### src/rtl/cpu_run_ctrl_if.sv
// Debug read handshake between a requester (master) and the run controller (slave).
interface cpu_run_ctrl_if;
  logic        rd_req;
  logic [7:0]  rd_addr;
  logic        rd_ready;
  logic        rd_valid;
  logic [31:0] rd_data;

  modport master (
    output rd_req,
    output rd_addr,
    input  rd_ready,
    input  rd_valid,
    input  rd_data
  );

  modport slave (
    input  rd_req,
    input  rd_addr,
    output rd_ready,
    output rd_valid,
    output rd_data
  );
endinterface

### src/rtl/cpu_run_ctrl.sv
// Execution sequencer for the single-cycle CPU: run/step/halt, PC breakpoint,
// instruction watchdog, and debug reads of RF/DM that are only served while halted.
module cpu_run_ctrl #(
  parameter int MAX_CYCLES = 100,
  parameter int CNT_W      = 32
) (
  input  logic                clk,
  input  logic                rstn,
  input  logic                run_req,
  input  logic                step_req,
  input  logic                halt_req,
  input  logic                bp_en,
  input  logic [31:0]         bp_addr,
  input  logic [31:0]         cpu_pc,
  output logic                cpu_en,
  cpu_run_ctrl_if.slave       rd,
  output logic [7:0]          dm_rf_addr,
  input  logic [31:0]         dm_rf_data,
  output logic [1:0]          state,
  output logic [CNT_W-1:0]    inst_cnt,
  output logic                bp_hit,
  output logic                timeout
);

  typedef enum logic [1:0] {
    S_HALT = 2'd0,
    S_RUN  = 2'd1,
    S_STEP = 2'd2,
    S_READ = 2'd3
  } state_t;

  localparam logic [CNT_W-1:0] CNT_LAST = CNT_W'(MAX_CYCLES - 1);
  localparam logic [CNT_W-1:0] CNT_MAX  = CNT_W'(MAX_CYCLES);

  state_t            state_reg;
  logic              skip_reg;
  logic              bp_hit_reg;
  logic              timeout_reg;
  logic              rd_valid_reg;
  logic [31:0]       rd_data_reg;
  logic [7:0]        addr_reg;
  logic [CNT_W-1:0]  cnt_reg;

  logic brk;
  logic cpu_en_int;
  logic rd_ready_int;
  logic wd_hit;

  // skip lets a resume from a breakpoint PC execute that instruction once.
  assign brk          = bp_en & (cpu_pc == bp_addr) & ~skip_reg;
  assign cpu_en_int   = (state_reg == S_STEP) |
                        ((state_reg == S_RUN) & ~halt_req & ~brk);
  assign rd_ready_int = (state_reg == S_HALT) & ~step_req & ~run_req;
  assign wd_hit       = cpu_en_int & (cnt_reg == CNT_LAST);

  always_ff @(posedge clk or negedge rstn) begin
    if (!rstn) begin
      state_reg    <= S_HALT;
      skip_reg     <= 1'b0;
      bp_hit_reg   <= 1'b0;
      timeout_reg  <= 1'b0;
      rd_valid_reg <= 1'b0;
      rd_data_reg  <= 32'd0;
      addr_reg     <= 8'd0;
      cnt_reg      <= '0;
    end else begin
      rd_valid_reg <= 1'b0;
      if (cpu_en_int && (cnt_reg != CNT_MAX)) begin
        cnt_reg <= cnt_reg + 1'b1;
      end

      case (state_reg)
        S_HALT: begin
          if (step_req && !timeout_reg) begin
            state_reg <= S_STEP;
          end else if (run_req && !timeout_reg) begin
            state_reg  <= S_RUN;
            skip_reg   <= 1'b1;
            bp_hit_reg <= 1'b0;
          end else if (rd.rd_req && rd_ready_int) begin
            state_reg <= S_READ;
            addr_reg  <= rd.rd_addr;
          end
        end
        S_STEP: state_reg <= S_HALT;
        S_RUN: begin
          skip_reg <= 1'b0;
          if (halt_req) begin
            state_reg <= S_HALT;
          end else if (brk) begin
            state_reg  <= S_HALT;
            bp_hit_reg <= 1'b1;
          end
        end
        S_READ: begin
          rd_data_reg  <= dm_rf_data;
          rd_valid_reg <= 1'b1;
          state_reg    <= S_HALT;
        end
        default: state_reg <= S_HALT;
      endcase

      // Watchdog stop overrides whatever RUN/STEP decided this cycle.
      if (wd_hit) begin
        state_reg   <= S_HALT;
        timeout_reg <= 1'b1;
      end
    end
  end

  assign cpu_en      = cpu_en_int;
  assign rd.rd_ready = rd_ready_int;
  assign rd.rd_valid = rd_valid_reg;
  assign rd.rd_data  = rd_data_reg;
  assign dm_rf_addr  = addr_reg;
  assign state       = state_reg;
  assign inst_cnt    = cnt_reg;
  assign bp_hit      = bp_hit_reg;
  assign timeout     = timeout_reg;

endmodule
### src/flat_wrapper.sv
// flat-port wrapper written by rule: the top's interface ports become plain ports
module cpu_run_ctrl_flat 
#(
  parameter int MAX_CYCLES = 100,
  parameter int CNT_W      = 32
)
  (clk, rstn, run_req, step_req, halt_req, bp_en, bp_addr, cpu_pc, cpu_en, dm_rf_addr, dm_rf_data, state, inst_cnt, bp_hit, timeout, rd_rd_req, rd_rd_addr, rd_rd_ready, rd_rd_valid, rd_rd_data);
  cpu_run_ctrl_if rd_i ();
  input  logic clk;
  input  logic rstn;
  input  logic run_req;
  input  logic step_req;
  input  logic halt_req;
  input  logic bp_en;
  input  logic [31:0] bp_addr;
  input  logic [31:0] cpu_pc;
  output logic cpu_en;
  output logic [7:0] dm_rf_addr;
  input  logic [31:0] dm_rf_data;
  output logic [1:0] state;
  output logic [CNT_W-1:0] inst_cnt;
  output logic bp_hit;
  output logic timeout;
  input wire logic [$bits(rd_i.rd_req)-1:0] rd_rd_req;
  input wire logic [$bits(rd_i.rd_addr)-1:0] rd_rd_addr;
  output wire logic [$bits(rd_i.rd_ready)-1:0] rd_rd_ready;
  output wire logic [$bits(rd_i.rd_valid)-1:0] rd_rd_valid;
  output wire logic [$bits(rd_i.rd_data)-1:0] rd_rd_data;
  assign rd_i.rd_req = rd_rd_req;
  assign rd_i.rd_addr = rd_rd_addr;
  assign rd_rd_ready = rd_i.rd_ready;
  assign rd_rd_valid = rd_i.rd_valid;
  assign rd_rd_data = rd_i.rd_data;
  cpu_run_ctrl #(.MAX_CYCLES(MAX_CYCLES), .CNT_W(CNT_W)) u_core (.clk(clk), .rstn(rstn), .run_req(run_req), .step_req(step_req), .halt_req(halt_req), .bp_en(bp_en), .bp_addr(bp_addr), .cpu_pc(cpu_pc), .cpu_en(cpu_en), .rd(rd_i), .dm_rf_addr(dm_rf_addr), .dm_rf_data(dm_rf_data), .state(state), .inst_cnt(inst_cnt), .bp_hit(bp_hit), .timeout(timeout));
endmodule
### config.mk
export PLATFORM = sky130hd
export DESIGN_NAME = cpu_run_ctrl_flat
export DESIGN_NICKNAME = d
export VERILOG_FILES = /design/src/rtl/cpu_run_ctrl_if.sv /design/src/rtl/cpu_run_ctrl.sv /design/src/flat_wrapper.sv
export SDC_FILE = /design/constraint.sdc
export NUM_CORES = 1
export LEC_CHECK = 0
export BUFFER_PORTS_ARGS = -buffer_cell sky130_fd_sc_hd__buf_2
export CAP_MARGIN = 25
export CORE_MARGIN = 2
export CORE_UTILIZATION = 50
export CTS_BUF_LIST = sky130_fd_sc_hd__clkbuf_16
export CTS_CLUSTER_SIZE = 40
export DETAILED_ROUTE_END_ITERATION = 12
export PLACE_DENSITY = 0.86
export SETUP_SLACK_MARGIN = 0.02
export SLEW_MARGIN = 20
export SYNTH_ARGS = -nofsm -noshare
export SYNTH_HDL_FRONTEND = slang
export SYNTH_SLANG_ARGS = --single-unit
### constraint.sdc
create_clock -name clk -period 3.79 [get_ports clk]
set_input_delay 0.5685 -clock clk [delete_from_list [all_inputs] [get_ports clk]]
set_output_delay 0.5685 -clock clk [all_outputs]
set_load 0.05 [all_outputs]
==> summary.txt, run 1 <==
Route
  – Wirelength, routed: 9.55 mm
  – Drt pass-1 iters: 5
  – Drt drc: 0
  – Iter 0 DRT Violations: 95
  – WL/cell: ~15 µm
  – Vias: 3,194
  – Routed vias/inst: 5.18
  – Routed Antenna Nets: 0

Clock network
  – CTS buffer count: 9
  – Post-CTS sizing: 0
  – CTS Sinks: 78
  – CTS tree: yes
  – H-tree lvl count: 3
  – Hold buffer count at cts: 0
  – Root Driver: clkbuf_16
  – Clock-pin slew on the worst setup and hold paths: 0.06 ns
  – Setup Buffers After CTS: 0
  – Max Root-Sink Buffers: 2
  – Clock Latency Late Sink: 0.34 ns

Critical path
  – Critical path capture point type: primary output
  – CP required: 3.22 ns
  – Max FO, Critical Path: 3
  – Critical path class: primary input to primary output
  – Arr. time, crit path: 2.01 ns
  – CP Launch Type: primary input

Outcome
  – Status: complete, no violations

Global routing
  – Pin count of the biggest net entering global routing: 79
  – Grt met3 use: under 10%
  – Global route hottest layer: met2
  – GR Overflow Total: 0
  – M1 GR Usage: 31.4%
  – Met2 Track Usage GR: about 39%
  – Number of global-route vias before repair: 3,155
  – Number of antenna violations at the first check in global routing: 0
  – Gr usage total: 23.8%
  – First-pass GRT wire length: 15.8 mm

Cells and area
  – Diode count: 0
  – Layout area overhead: 35.7%
  – Nets: 626
  – Share of layout cells above drive strength 1: 50.8%

Floorplan
  – Die width: ~90 µm
  – Core area: 0.00733 mm²
  – Site Rows: 31
  – Initial core utilization: 52.0%
  – Die footprint: 0.00834 mm²
  – Die Span Y: ~91 µm
  – I/O pin count: 190

Timing
  – Final setup fails: 0
  – Max-slew headroom: 59.2%
  – RSZ-0062 raised after global routing: false
  – Final Max Tran Viols: 0
  – Period utilization: 67.9%
  – Final Hold Vio Count: 0
  – Least-Margin Pin Slew: 0.612 ns
  – Highest Clock Rate: slightly below 400 MHz
  – TNS Setup: 0 ns
  – Clk_skew: around 0.0094 ns
  – Clock period minus worst slack: 2.57 ns

Power and ir drop
  – Gate power share: 45.7%
  – NetSw: 1.80 mW
  – Sequential power share: 32.9%
  – PwrDens: 741 mW/mm²
  – Power Internal: between 2 and 2.5 mW
  – Clock power share: 21.4%
  – Leak pwr: 2.65 nW
  – VDD IR-drop max: 366 µV
  – Switch share: 46.9%
  – Total power: 3.83 mW

Yosys
  – Ys Warns: 0
  – Synth Net Count: roughly 430
  – Mapped Area: approximately 0.0038 mm²
  – Post-synthesis sequential area ratio: 51.2%
  – Synth Flop Type: dfrtp_1
  – Ys async rst share: 100%
  – Syn avg cell area: 11.9 µm²
  – Unique masters post-synth: 42
  – Synth Instances: 320
  – Synth Register Bits: 78
  – EDFF count, synth: 0

Min path
  – Hold WC Path Type: primary input to async pin

Placed design
  – DP HPWL: approximately 7.2 mm
  – IO buf count: 189
  – Routability congestion estimate: 0.820

Flow run
  – MaxCap Viol Count: 0
[power by group through the flow]
stage | clock (mW) | combinational, mW | sequential [mW]
floorplan | 0 | 0.430 | 2.14
global placement | 0 | 1.73 | 1.25
CTS | 0.838 | 1.76 | 1.26
finish | 0.819 | 1.75 | 1.26
global route | 0.885 | 1.83 | 1.30
detailed placement | 0 | 1.76 | 1.27
[per-stage QoR]
step	worst slack (ns)	hold slack, ns	instance area (µm²)	utilization, %	std cells
5_1_grt	1.05	0.109	5170	70.6	617
6_report	1.22	0.108	5170	70.6	617
4_1_cts	1.23	0.418	5140	70.2	616
3_5_place_dp	0.996	0.485	4860	66.3	600
2_1_floorplan	0.873	0.273	3810	-	320
3_3_place_gp	1.05	0.478	4860	66.3	600
[critical path: stages]
cell and delay, ns:
buf_2 0.10, xnor2_1 0.17, nand4_1 0.15, nor4_1 0.36, nand4_1 0.21, nand2_1 0.15, nand2_1 0.08, buf_2 0.21
[kinds of logic after synthesis]
| kind of cell | share of synthesized area, % |
|---|---|
| buf+inv | 2.23 |
| xor+xnor | 14.2 |
| simple gates | 17.8 |
| mux | 12.4 |
| flops | 51.2 |
| fa+ha+maj | 0.656 |
| compound gates | 1.44 |
[placed cells by master (no fill, tap or decap), types with 12 or more instances in the layout]
master	synthesis	routed
buf_2	8	188
xnor2_1	32	32
nor3_1	15	15
xor2_1	30	30
nor4_1	19	19
mux2_2	41	41
dfrtp_1	78	78
nand3_1	12	12
nand2_1	15	15
[synthesized netlist by cell type, drive strengths merged (2+ instances only)]
cell    n  area share (%)
nor4   21             4.2
nand3  13             1.8
buf    11             1.3
o21ai   3            0.39
or2     3            0.49
mux2   41              12
and3b   2            0.49
dfrtp  78              51
a21oi   2            0.26
inv     9            0.89
nor2   10             1.2
ha      2            0.66
nand2  15             1.5
xor2   30             6.9
and4    3            0.89
nand4  11             2.6
and2    2            0.33
nor3   15             2.0
xnor2  32             7.4
nor2b   4            0.66
[final cells by class]
| class | instances | area [µm²] |
|---|---|---|
| clock inverter | 7 | 61.3 |
| multi-input combinational | 222 | 1780 |
| sequential | 78 | 1950 |
| inverter | 9 | 33.8 |
| fill | 524 | 2160 |
| clock buffer | 9 | 225 |
| timing repair buffer | 193 | 998 |
| tap | 99 | 124 |
[routing by layer]
layer / routed length [µm] / vias up
met2: 4820 / 119
met3: 547 / 14
met4: 142 / 0
met1: 4030 / 1536
li1: - / 1525
met5: 0 / -
[path summary, 6_finish.rpt]
path                                      from                     to  slack, ns  cells after the start
max in group asynchronous                 rstn  u_core.rd.rd_data[29]       3.10                      2
min reg2reg                u_core.inst_cnt[31]    u_core.inst_cnt[31]       0.49                      1
max                                bp_addr[30]                 cpu_en       1.22                      8
min                                       rstn    u_core.inst_cnt[16]       0.11                      1
max reg2reg                u_core.inst_cnt[20]    u_core.inst_cnt[23]       1.44                      8
min in group clk                 dm_rf_data[8]   u_core.rd.rd_data[8]       0.46                      2
Note: power is estimated with default switching activity, not from simulation.
==> run 2, diff against run 1 <==
- ABC_AREA: not set -> 1
- CORE_UTILIZATION: 50 -> 49
- PLACE_DENSITY: 0.86 -> 0.81
- clock period: 3.79 -> 2.69 ns (I/O delays scaled with it)
==> summary.txt, run 2 <==
Outcome
  – Status: complete, no violations

Yosys
  – Ys Warns: 0
  – Synth area leaders: dfrtp_1, nand2_1, inv_1
  – Ys async rst share: 100%
  – Post-synthesis sequential area ratio: 42.8%
  – Unique masters post-synth: 27
  – EDFF count, synth: 0
  – Top cell type by total area after synthesis: dfrtp_1
  – Commonest cells in the netlist: nand2_1, dfrtp_1, inv_1
  – Synth Net Count: between 700 and 800
  – Synth Flop Type: dfrtp_1
  – Mapped Area: 0.00457 mm²
  – Synth Instances: between 600 and 700
  – Syn avg cell area: 6.97 µm²
  – Most numerous cell in the Yosys netlist: nand2_1
  – Synth Register Bits: 78
  – Share of the synthesized area in the top cell type: between 40% and 50%

Power and ir drop
  – VDD IR-drop max: 1010 µV
  – Leak pwr: 3.47 nW
  – PwrDens: 937 mW/mm²
  – Total power: 5.56 mW

Clock network
  – Clock-pin slew on the worst setup and hold paths: roughly 0.070 ns
  – H-tree lvl count: 3
  – Max Root-Sink Buffers: 2
  – Clock Latency Late Sink: 0.33 ns
  – CTS buffer count: 9
  – CTS tree: yes
  – Root Driver: clkbuf_16
  – CTS Sinks: 78

Cells and area
  – Most common cell after layout, fill and taps aside: nand2_1
  – Share of layout cells above drive strength 1: 26.5%
  – Most frequent cells in the layout: nand2_1, buf_2, inv_1
  – Layout area overhead: 29.9%
  – Fin area: 0.00593 mm²
  – Fillers: about 860
  – Nets: 958
  – Diode count: 0

Floorplan
  – Die width: about 100 µm
  – Core area: 0.00915 mm²
  – Die Span Y: 101 µm
  – Site Rows: 35
  – I/O pin count: between 150 and 200
  – Initial core utilization: 49.9%
  – Die footprint: between 0.01 and 0.015 mm²

Critical path
  – Reg2reg end: u_core.inst_cnt[25]
  – Reg2reg setup slack: 0.69 ns
  – Critical path class: flop to primary output
  – Max FO, Critical Path: 17
  – CP max stage delay: roughly 0.36 ns
  – Crit-path slowest cell: dfrtp_1
  – CP required: 2.29 ns
  – R2R cell count: 11
  – Arr. time, crit path: 1.82 ns
  – Worst-path cell chain: inv_1 > nand3_1 > nor2_1 > nand2_1 > nor2_1 > nand3_1 > nand2_1 > nand2_2 > buf_2
  – Reg2reg start: u_core.skip_reg
  – CP Launch Type: flop
  – Critical path capture point type: primary output

Flow run
  – MaxCap Viol Count: 0

Timing
  – Hold_ws: around 0.26 ns
  – Clk_skew: between 0.008 and 0.009 ns
  – Least-Margin Pin Slew: around 0.94 ns
  – Max-slew headroom: between 30% and 40%
  – Highest Clock Rate: 450 MHz
  – RSZ-0062 raised after global routing: false
  – Period utilization: 82.6%
  – Final Max Tran Viols: 0
  – TNS Setup: 0 ns
  – Clock period minus worst slack: 2.22 ns
  – Final Hold Vio Count: 0
  – Final setup fails: 0

Global routing
  – M1 GR Usage: 31.8%
  – GR Overflow Total: 0
  – Number of antenna violations at the first check in global routing: 0
  – Pin count of the biggest net entering global routing: 79
  – Gr usage total: about a quarter
  – First-pass GRT wire length: about 20 mm
  – Met2 Track Usage GR: 38.9%
  – Number of global-route vias before repair: 4,485
  – Global route hottest layer: met2
  – Grt met3 use: around 6%

Min path
  – Hold WC Path Type: primary input to flop
  – WHS Endpoint: u_core.rd.rd_data[31]
  – WHS Path Cells: 3
  – Hold Crit Start: dm_rf_data[31]

Placed design
  – IO buf count: 189
  – DP HPWL: just under 9 mm
  – Placement Cell Area: ~0.0056 mm²
  – Routability congestion estimate: 0.917

Route
  – Wirelength, routed: 11.7 mm
  – Iter 0 DRT Violations: 242
  – Routed Antenna Nets: 0
  – WL/cell: 12.2 µm
  – Routed vias/inst: 4.85
  – Drt drc: 0
  – Vias: ~4,700
  – Drt pass-1 iters: 4
[run 2: worst max-delay path by stage]
stage                          from                    to  slack (ns)  cells past startpoint
CTS                 u_core.skip_reg                cpu_en        0.44                      9
floorplan           u_core.state[1]  u_core.dm_rf_addr[0]        0.42                      5
finish              u_core.skip_reg                cpu_en        0.47                      9
detailed placement       bp_addr[8]    u_core.inst_cnt[9]        0.36                     12
global placement        bp_addr[20]   u_core.inst_cnt[15]        0.48                     12
global route            bp_addr[20]                cpu_en        0.26                     10
[run 2: worst max-delay path: cells and delay by family, from the launching register on]
kind	cells	cell delay (ns)
simple gates	7	0.75
buf+inv	2	0.37
flops	1	0.36
[run 2: metal layers]
layer,vias to the layer above,share of wire [%]
li1,2384,-
met1,2074,43
met2,172,47
met3,27,7.7
met4,0,2.6
met5,-,0
[run 2: cells by family (layout without fill, tap and decap cells)]
logic type / Yosys count / in the layout / share of synthesized area [%]
compound gates: 10 / 10 / 1.18
xor+xnor: 36 / 36 / 6.91
fa+ha+maj: 2 / 2 / 0.548
buf+inv: 93 / 288 / 8.25
flops: 78 / 78 / 42.8
mux: 8 / 8 / 1.97
simple gates: 428 / 428 / 38.4
[run 2: where the power goes]
| group | internal [mW] | leakage, nW | switching [mW] |
|---|---|---|---|
| Clock | 0.722 | 0.148 | 0.505 |
| Sequential | 1.52 | 1.00 | 0.221 |
| Combinational | 0.601 | 2.32 | 1.99 |
[run 2: cell type report]
type,count,area [µm²],area share [%]
Sequential cell,78,1950,32.9
Tap cell,111,139,2.34
Inverter,78,293,4.94
Multi-Input combinational cell,484,2240,37.8
Clock inverter,7,72.6,1.22
Clock buffer,9,225,3.80
Timing Repair Buffer,194,1010,17.0
[run 2: what timing repair did]
item / in CTS / in global routing
endpoints found under the hold margin: 0 / 17
buffers inserted: 0 / 0
gates resized for setup: 0 / 0
hold buffers: 0 / 1
[run 2: through the flow]
stage | std cells | utilization [%] | setup WS (ns)
finish | 961 | 64.8 | 0.467
CTS | 959 | 64.4 | 0.444
detailed placement | 943 | 61.1 | 0.359
global placement | 943 | 61.1 | 0.476
global route | 961 | 64.8 | 0.264
floorplan | 655 | - | 0.416
